<file path="src/rtl/chip_7458_pkg.sv">
// Shared types and constants for the 7458 exhaustive tester and its golden model.
package chip_7458_pkg;

    localparam int NUM_VECTORS = 1024;
    localparam int VEC_W       = 10;
    localparam logic [VEC_W-1:0] VEC_LAST = VEC_W'(NUM_VECTORS - 1);

    // Bit positions of the chip pins inside drive_vec
    localparam int P1A_IDX = 0;
    localparam int P1B_IDX = 1;
    localparam int P1C_IDX = 2;
    localparam int P1D_IDX = 3;
    localparam int P1E_IDX = 4;
    localparam int P1F_IDX = 5;
    localparam int P2A_IDX = 6;
    localparam int P2B_IDX = 7;
    localparam int P2C_IDX = 8;
    localparam int P2D_IDX = 9;

    typedef enum logic [2:0] {
        ST_IDLE,
        ST_DRIVE,
        ST_SETTLE,
        ST_CHECK,
        ST_DONE
    } state_e;

endpackage

</file>
<file path="src/rtl/chip_7458_golden.sv">
// Combinational reference model of the 7458 dual AND-OR gate.
module chip_7458_golden
    import chip_7458_pkg::*;
(
    input  logic [VEC_W-1:0] vec_i,
    output logic             exp_p1y_o,
    output logic             exp_p2y_o
);

    assign exp_p1y_o = (vec_i[P1A_IDX] & vec_i[P1B_IDX] & vec_i[P1C_IDX])
                     | (vec_i[P1D_IDX] & vec_i[P1E_IDX] & vec_i[P1F_IDX]);

    assign exp_p2y_o = (vec_i[P2A_IDX] & vec_i[P2B_IDX])
                     | (vec_i[P2C_IDX] & vec_i[P2D_IDX]);

endmodule

</file>
<file path="src/rtl/chip_7458_tester.sv">
// Exhaustive sweep driver and checker for a 7458: drives all input vectors,
// compares the chip outputs with the golden model and reports the result.
//
// state  | meaning
// IDLE   | waiting for start, results of an aborted sweep still visible
// DRIVE  | vector register just updated, chip inputs changing
// SETTLE | down-counting SETTLE_CYCLES before the outputs are trusted
// CHECK  | sample chip outputs, score mismatch, advance or finish
// DONE   | sweep complete, results frozen until the next start
module chip_7458_tester
    import chip_7458_pkg::*;
#(
    parameter int SETTLE_CYCLES = 1,
    parameter int ERR_CNT_W     = 11
) (
    input  logic                 clk,
    input  logic                 rst_n,
    input  logic                 start,
    input  logic                 abort,
    output logic [VEC_W-1:0]     drive_vec,
    input  logic                 dut_p1y,
    input  logic                 dut_p2y,
    output logic                 busy,
    output logic                 done,
    output logic                 pass,
    output logic [ERR_CNT_W-1:0] err_count,
    output logic                 first_fail_valid,
    output logic [VEC_W-1:0]     first_fail_vec
);

    localparam int SETTLE_W = (SETTLE_CYCLES > 1) ? $clog2(SETTLE_CYCLES) : 1;
    localparam logic [SETTLE_W-1:0] SETTLE_LOAD =
        SETTLE_W'((SETTLE_CYCLES > 0) ? SETTLE_CYCLES - 1 : 0);
    localparam logic [ERR_CNT_W-1:0] ERR_MAX = {ERR_CNT_W{1'b1}};

    state_e                state_q, state_d;
    logic [VEC_W-1:0]      vec_q, vec_d;
    logic [SETTLE_W-1:0]   settle_q, settle_d;
    logic [ERR_CNT_W-1:0]  err_q, err_d;
    logic                  ffv_q, ffv_d;
    logic [VEC_W-1:0]      ffvec_q, ffvec_d;

    logic exp_p1y;
    logic exp_p2y;
    logic mismatch;

    chip_7458_golden u_golden (
        .vec_i     (vec_q),
        .exp_p1y_o (exp_p1y),
        .exp_p2y_o (exp_p2y)
    );

    assign mismatch = (dut_p1y != exp_p1y) | (dut_p2y != exp_p2y);

    assign busy             = (state_q == ST_DRIVE) | (state_q == ST_SETTLE) | (state_q == ST_CHECK);
    assign done             = (state_q == ST_DONE);
    assign pass             = done & (err_q == '0);
    assign drive_vec        = vec_q;
    assign err_count        = err_q;
    assign first_fail_valid = ffv_q;
    assign first_fail_vec   = ffvec_q;

    always_comb begin
        state_d  = state_q;
        vec_d    = vec_q;
        settle_d = settle_q;
        err_d    = err_q;
        ffv_d    = ffv_q;
        ffvec_d  = ffvec_q;

        // Abort only applies mid-sweep and overrides a simultaneous start.
        if (busy && abort) begin
            state_d = ST_IDLE;
            vec_d   = '0;
        end else begin
            case (state_q)
                ST_IDLE, ST_DONE: begin
                    if (start) begin
                        state_d = ST_DRIVE;
                        vec_d   = '0;
                        err_d   = '0;
                        ffv_d   = 1'b0;
                        ffvec_d = '0;
                    end
                end
                ST_DRIVE: begin
                    if (SETTLE_CYCLES > 0) begin
                        state_d  = ST_SETTLE;
                        settle_d = SETTLE_LOAD;
                    end else begin
                        state_d = ST_CHECK;
                    end
                end
                ST_SETTLE: begin
                    if (settle_q == '0) begin
                        state_d = ST_CHECK;
                    end else begin
                        settle_d = settle_q - SETTLE_W'(1);
                    end
                end
                ST_CHECK: begin
                    if (mismatch) begin
                        if (err_q != ERR_MAX) begin
                            err_d = err_q + ERR_CNT_W'(1);
                        end
                        if (!ffv_q) begin
                            ffv_d   = 1'b1;
                            ffvec_d = vec_q;
                        end
                    end
                    if (vec_q == VEC_LAST) begin
                        state_d = ST_DONE;
                    end else begin
                        vec_d   = vec_q + VEC_W'(1);
                        state_d = ST_DRIVE;
                    end
                end
                default: begin
                    state_d = ST_IDLE;
                    vec_d   = '0;
                end
            endcase
        end
    end

    always_ff @(posedge clk or negedge rst_n) begin
        if (!rst_n) begin
            state_q  <= ST_IDLE;
            vec_q    <= '0;
            settle_q <= '0;
            err_q    <= '0;
            ffv_q    <= 1'b0;
            ffvec_q  <= '0;
        end else begin
            state_q  <= state_d;
            vec_q    <= vec_d;
            settle_q <= settle_d;
            err_q    <= err_d;
            ffv_q    <= ffv_d;
            ffvec_q  <= ffvec_d;
        end
    end

endmodule

</file>
<file path="config.mk">
export PLATFORM = sky130hd
export DESIGN_NAME = chip_7458_tester
export DESIGN_NICKNAME = d
export VERILOG_FILES = /design/src/rtl/chip_7458_pkg.sv /design/src/rtl/chip_7458_golden.sv /design/src/rtl/chip_7458_tester.sv
export SDC_FILE = /design/constraint.sdc
export NUM_CORES = 1
export LEC_CHECK = 0
export CAP_MARGIN = 20
export CORE_UTILIZATION = 50
export CTS_CLUSTER_DIAMETER = 40
export DETAILED_ROUTE_END_ITERATION = 12
export PLACE_DENSITY_LB_ADDON = 0.15
export SKIP_LAST_GASP = 1
export SLEW_MARGIN = 20
export SYNTH_ARGS = -nofsm -noshare
export SYNTH_HDL_FRONTEND = slang
export SYNTH_SLANG_ARGS = --single-unit
</file>
<file path="constraint.sdc">
create_clock -name clk -period 2.37 [get_ports clk]
set_input_delay 0.3555 -clock clk [delete_from_list [all_inputs] [get_ports clk]]
set_output_delay 0.3555 -clock clk [all_outputs]
set_load 0.01 [all_outputs]
</file>
==> run metrics, run 1 <==
top-area cell type share of the netlist area a little under half; post-CTS sizing 0; Die Span Y 63.4 µm; clock transition at the registers of the reported paths 0.07 ns; clock skew 0.00146 ns; Die ar. approximately 4000 µm²; Max Fclk approximately 450 MHz; share of cells above drive strength 1 ~9%; Req. time, crit path approximately 2.6 ns; Residual DRC 0; first-pass GRT wire length 7910 µm; met1 usage in global routing roughly 36%; number of DRC markers in iteration 0 about 140; dominant cell type by area after synthesis dfrtp_1; smallest hold slack 0.484 ns; crit path max fanout 17; total congestion overflow 0; met3 usage in global routing between 5 and 6%; pwr/cell area between 600 and 700 nW/µm²; Yosys reg bits 35; Setup TNS Final 0 ns; Clock Path Buffers 2; Setup crit start kind flop; Final #Nets approximately 260; pre-CTS setup slack ~0.080 ns; Synthesis Warnings 0; antenna diode instance count 0; Post-synth EDFFs 0; Max Slew Vio Count 0; DPL Wire Length about 3300 µm; post-route core utilization 70.4%; CTS Buf Count 5; flop2flop setup slack ~0.16 ns; I/O pin total between 40 and 50; Routed WL per cell 16.2 µm; Min Clock Period, post-route ~2.2 ns; post-synthesis sequential area ratio 46.4%; Post-Syn Area 1890 µm²; endpoints failing hold 0; r2r startpoint drive_vec[1]; Tightest Pin Transition between 0.5 and 0.6 ns; Placement Cell Area between 2000 and 2500 µm²; Flop pwr share 42.8%; most common cell after layout, fill and taps aside clkdlybuf4s50_1; Post-CTS Setup Bufs 0; via count approximately 1800; Period Utilization, post-route about 93%; Die X 63.4 µm; largest net degree at the start of global routing 36; Worst-Skew Late Latency ~0.28 ns; Crit Path Class flop to flop; Pint about 1.1 mW; CTS tree done; area grow syn2layout 29.4%; number of cells on the worst reg-to-reg path 7; Switching Fraction about 35%; syn_area_per_cell about 9.3 µm²; First-pass DRT Iterations 4; CTS HTree Levels 2; GPL Wtd Cong 0.891; Clock power frac ~26%; antenna violations before repair 0; Placement Rows 21; Syn Nets 212; Initial Util ~54%; worst flop-to-flop path endpoint err_count[9]; total power about 1.6 mW; Total Routing Usage GR 25.8%; placed cells between 200 and 300; vias in the first global route approximately 1600; Total Wirelength roughly 4800 µm; Top FF cell, synth dfrtp_1; Synth area leaders dfrtp_1 46%, nand3_1 5.0%, a22o_1 4.6%; cell count after synthesis between 200 and 250; met2 global-route usage roughly two fifths; Psw roughly 580 µW; kind of end point of the critical path flop; most frequent cells in the layout 39 x clkdlybuf4s50_1, 34 x dfrtp_1, 23 x nand2_1; Antenna Nets Post-Route 0; core footprint approximately 3500 µm²; setup repair after global routing missed its margin false; Setup WS post-layout approximately 0.16 ns; Peak VDD IR around 0.42 mV; Slew headroom between 60 and 70%; Leak Pwr roughly 1.0 nW; Logic pwr share 31.4%; synth unique cells between 40 and 50; post-route cell area ~2400 µm²; IO Port Bufs 40; CTS Root Cell clkbuf_8; CTS Hold Bufs 0; # setup viols final 0; Hold Crit Class input pin to async pin; status completed; post-DR vias/cell roughly 6; clock sinks 35; Layout Cells excl Fill just under 300; gr busiest metal met2; Post-synth ARST share 100%; Max-Cap Viols 0; Worst EP arrival 2.43 ns
[cell usage after synthesis, drive strengths merged, types with 2 or more instances]
cell    count
dfrtp      35
a21oi       4
nor2       16
nand4       3
ha          4
or2         3
nand3      19
a31oi       5
mux2i       2
xnor2       6
nor4        3
o21ai       8
nor3        7
a22o       10
inv        10
nand2      23
buf         8
nand3b      2
o22ai       3
or3         2
or4         8
and3        2
clkbuf      2
o211ai      6
[layout make-up]
type	instances	area, µm²
Multi-Input combinational cell	147	913
Sequential cell	35	877
Fill cell	292	1030
Inverter	10	37.5
Timing Repair Buffer	49	470
Clock inverter	2	12.5
Clock buffer	6	72.6
Tap cell	46	57.6
[kinds of logic (layout without fill, tap and decap cells)]
kind of cell             count (synthesis)  count (layout)  share of synthesized area, %
AO/OA/AOI/OAI                           44              44                          17.0
XOR/XNOR                                 6               6                          2.79
adder cells (fa/ha/maj)                  4               4                          2.65
buffers and inverters                   20              67                          5.31
flip-flops                              35              35                          46.4
multiplexers                             3               3                          1.66
AND/OR/NAND/NOR                         90              90                          24.2
[worst max path at each step]
stage	slack, ns	cells past startpoint	end	startpoint
2_1_floorplan	0.30	8	err_count[9]	drive_vec[0]
3_3_place_gp	0.20	7	err_count[9]	drive_vec[1]
3_5_place_dp	0.08	7	err_count[9]	drive_vec[1]
4_1_cts	0.005	3	pass	err_count[8]
5_1_grt	0.02	7	err_count[9]	drive_vec[1]
6_report	0.16	7	err_count[9]	drive_vec[1]
[flip-flops by register name, summed over array words and instances (netlist names)]
register,flops
drive_vec,10
err_count,11
first_fail_valid,1
first_fail_vec,10
state_q,3
[routing by layer]
| layer | wire [µm] | share of wire, % |
|---|---|---|
| met1 | 2150 | 45 |
| met2 | 2260 | 47 |
| met3 | 336 | 7.0 |
| met4 | 38 | 0.79 |
| met5 | 0 | 0 |
[worst max-delay path, stage by stage, from the launching register on]
cell     delay [ns]
dfrtp_1        0.44
ha_1           0.26
ha_1           0.20
a31oi_1        0.17
xnor2_1        0.23
nor2_2         0.21
or4_1          0.55
nand3_1        0.09
[power by group through the flow]
stage	clock [mW]	combinational, mW	sequential, mW
after floorplan	0	0.329	0.677
after global placement	0	0.485	0.701
after detailed placement	0	0.506	0.705
after CTS	0.431	0.510	0.696
after global routing	0.459	0.555	0.703
final	0.422	0.512	0.697
Note: power is estimated with default switching activity, not from simulation.
==> run 2, diff against run 1 <==
- RECOVER_POWER: default -> 50
==> run metrics, run 2 (same netlist as run 1, synthesis figures left out) <==
status completed; Die X about 63 µm; Setup WS post-layout approximately 0.16 ns; number of DRC markers in iteration 0 147; pre-CTS setup slack between 0.07 and 0.08 ns; Flop pwr share a little over two fifths; GPL Wtd Cong roughly 0.89; Period Utilization, post-route 93.4%; Min Clock Period, post-route approximately 2.2 ns; worst path bufs/invs 0; Hold Crit Class flop to flop; Peak VDD IR around 0.4 mV; Residual DRC 0; Max Slew Vio Count 0; antenna violations before repair 0; hold path startpoint first_fail_vec[3]; CP most frequent cell ha_1; number of cells on the worst reg-to-reg path 7; CP max-delay cell or4_1; Pint 1.05 mW; flop2flop setup slack 0.16 ns; crit path max fanout 17; Max Fclk 452 MHz; kind of end point of the critical path flop; most common cell after layout, fill and taps aside dfrtp_1; Hold Crit Depth 1; via count roughly 1800; post-CTS sizing 0; endpoints failing hold 0; Largest register FFs 11; Initial Util between 50% and 60%; hold path endpoint first_fail_vec[3]; antenna diode instance count 0; Slew headroom 43.2%; Final #Nets 258; Total Routing Usage GR approximately 26%; core footprint approximately 3500 µm²; Total Wirelength 4760 µm; Worst-Skew Late Latency around 0.28 ns; Placement Rows 21; worst stage delay on the critical path between 0.5 and 0.6 ns; setup repair after global routing missed its margin false; placed cells 287; Crit Path Class flop to flop; first-pass GRT wire length ~7900 µm; Worst EP arrival approximately 2.4 ns; area grow syn2layout 29.2%; Leak Pwr approximately 1.1 nW; total congestion overflow 0; Tightest Pin Transition 0.852 ns; Req. time, crit path ~2.6 ns; CTS Buf Count 5; most frequent cells in the layout 35 x dfrtp_1, 26 x clkdlybuf4s50_1, 23 x nand2_1; clock transition at the registers of the reported paths ~0.07 ns; Antenna Nets Post-Route 0; Clock power frac between 20% and 30%; Die ar. roughly 4000 µm²; Setup crit start kind flop; Die Span Y ~63 µm; CTS tree done; Setup TNS Final 0 ns; post-DR vias/cell 6.09; Psw 577 µW; Routed WL per cell between 15 and 20 µm; DPL Wire Length 3320 µm; worst flop-to-flop path endpoint err_count[9]; CTS Root Cell clkbuf_8; share of cells above drive strength 1 about 9%; CTS HTree Levels 2; IO Port Bufs 40; critical-path cell list ha_1 > ha_1 > a31oi_1 > xnor2_1 > nor2_2 > or4_1 > nand3_1; I/O pin total around 40; Switching Fraction a little over a third; # setup viols final 0; Logic pwr share ~31%; Clock Path Buffers 2; First-pass DRT Iterations 4; Layout Cells excl Fill slightly below 300; CP Launch Point drive_vec[1]; pwr/cell area 668 nW/µm²; clock sinks 35; r2r startpoint drive_vec[1]; CTS Hold Bufs 0; clock skew around 0.0019 ns; largest net degree at the start of global routing 36; vias in the first global route between 1500 and 2000; kind of cell adding the most delay to the critical path simple AND/OR/NAND/NOR gates; Max-Cap Viols 0; Post-CTS Setup Bufs 0
-- run 2: changes by cell type in the layout (fill, tap and decap cells not counted) --
cell and change:
dlygate4sd3_1 +13, clkdlybuf4s50_1 -13, buf_4 -1, dfrtp_1 +1
clkbuf_2 +1, dfrtp_2 -1
-- run 2: how the worst max path moves through the flow --
stage                   endpoint  slack, ns  depth (start not counted)
finish              err_count[9]       0.16                          7
global route        err_count[9]       0.02                          7
CTS                         pass      0.005                          3
detailed placement  err_count[9]       0.08                          7
global placement    err_count[9]       0.20                          7
floorplan           err_count[9]       0.30                          8
-- run 2: per-layer routing --
metal / vias up / global-route usage (%) / routed length [µm]
li1: 835 / - / -
met4: 0 / 10.8 / 72
met5: - / 0 / 0
met2: 77 / 38.3 / 2230
met3: 8 / 5.98 / 300
met1: 877 / 36.1 / 2150
-- run 2: worst reg2reg max path: stages, from the launching register on --
cell and delay (ns):
dfrtp_1 0.44, ha_1 0.27, ha_1 0.20, a31oi_1 0.17, xnor2_1 0.23, nor2_2 0.21, or4_1 0.55, nand3_1 0.09
-- run 2: final cells by class --
cell class	instances	area [µm²]
clock inverters	2	12.5
flip-flops and latches	35	876
repair buffers	49	468
inverters	10	37.5
fillers	294	1030
multi-input cells	147	913
well taps	46	57.6
clock buffers	6	72.6
-- run 2: power by group through the flow --
stage          clock network [mW]  logic [mW]  registers [mW]
6_report                    0.421       0.509           0.697
2_1_floorplan                   0       0.329           0.677
4_1_cts                     0.431       0.510           0.696
3_3_place_gp                    0       0.485           0.701
5_1_grt                     0.459       0.551           0.703
3_5_place_dp                    0       0.506           0.705
-- run 2: stage by stage --
step	utilization (%)	hold WS [ns]	power, mW	area (µm²)
global placement	67.7	0.487	1.19	2350
detailed placement	67.7	0.491	1.21	2350
global route	70.3	0.526	1.71	2440
floorplan	-	0.0599	1.01	1890
finish	70.3	0.502	1.63	2440
CTS	70.2	0.500	1.64	2430
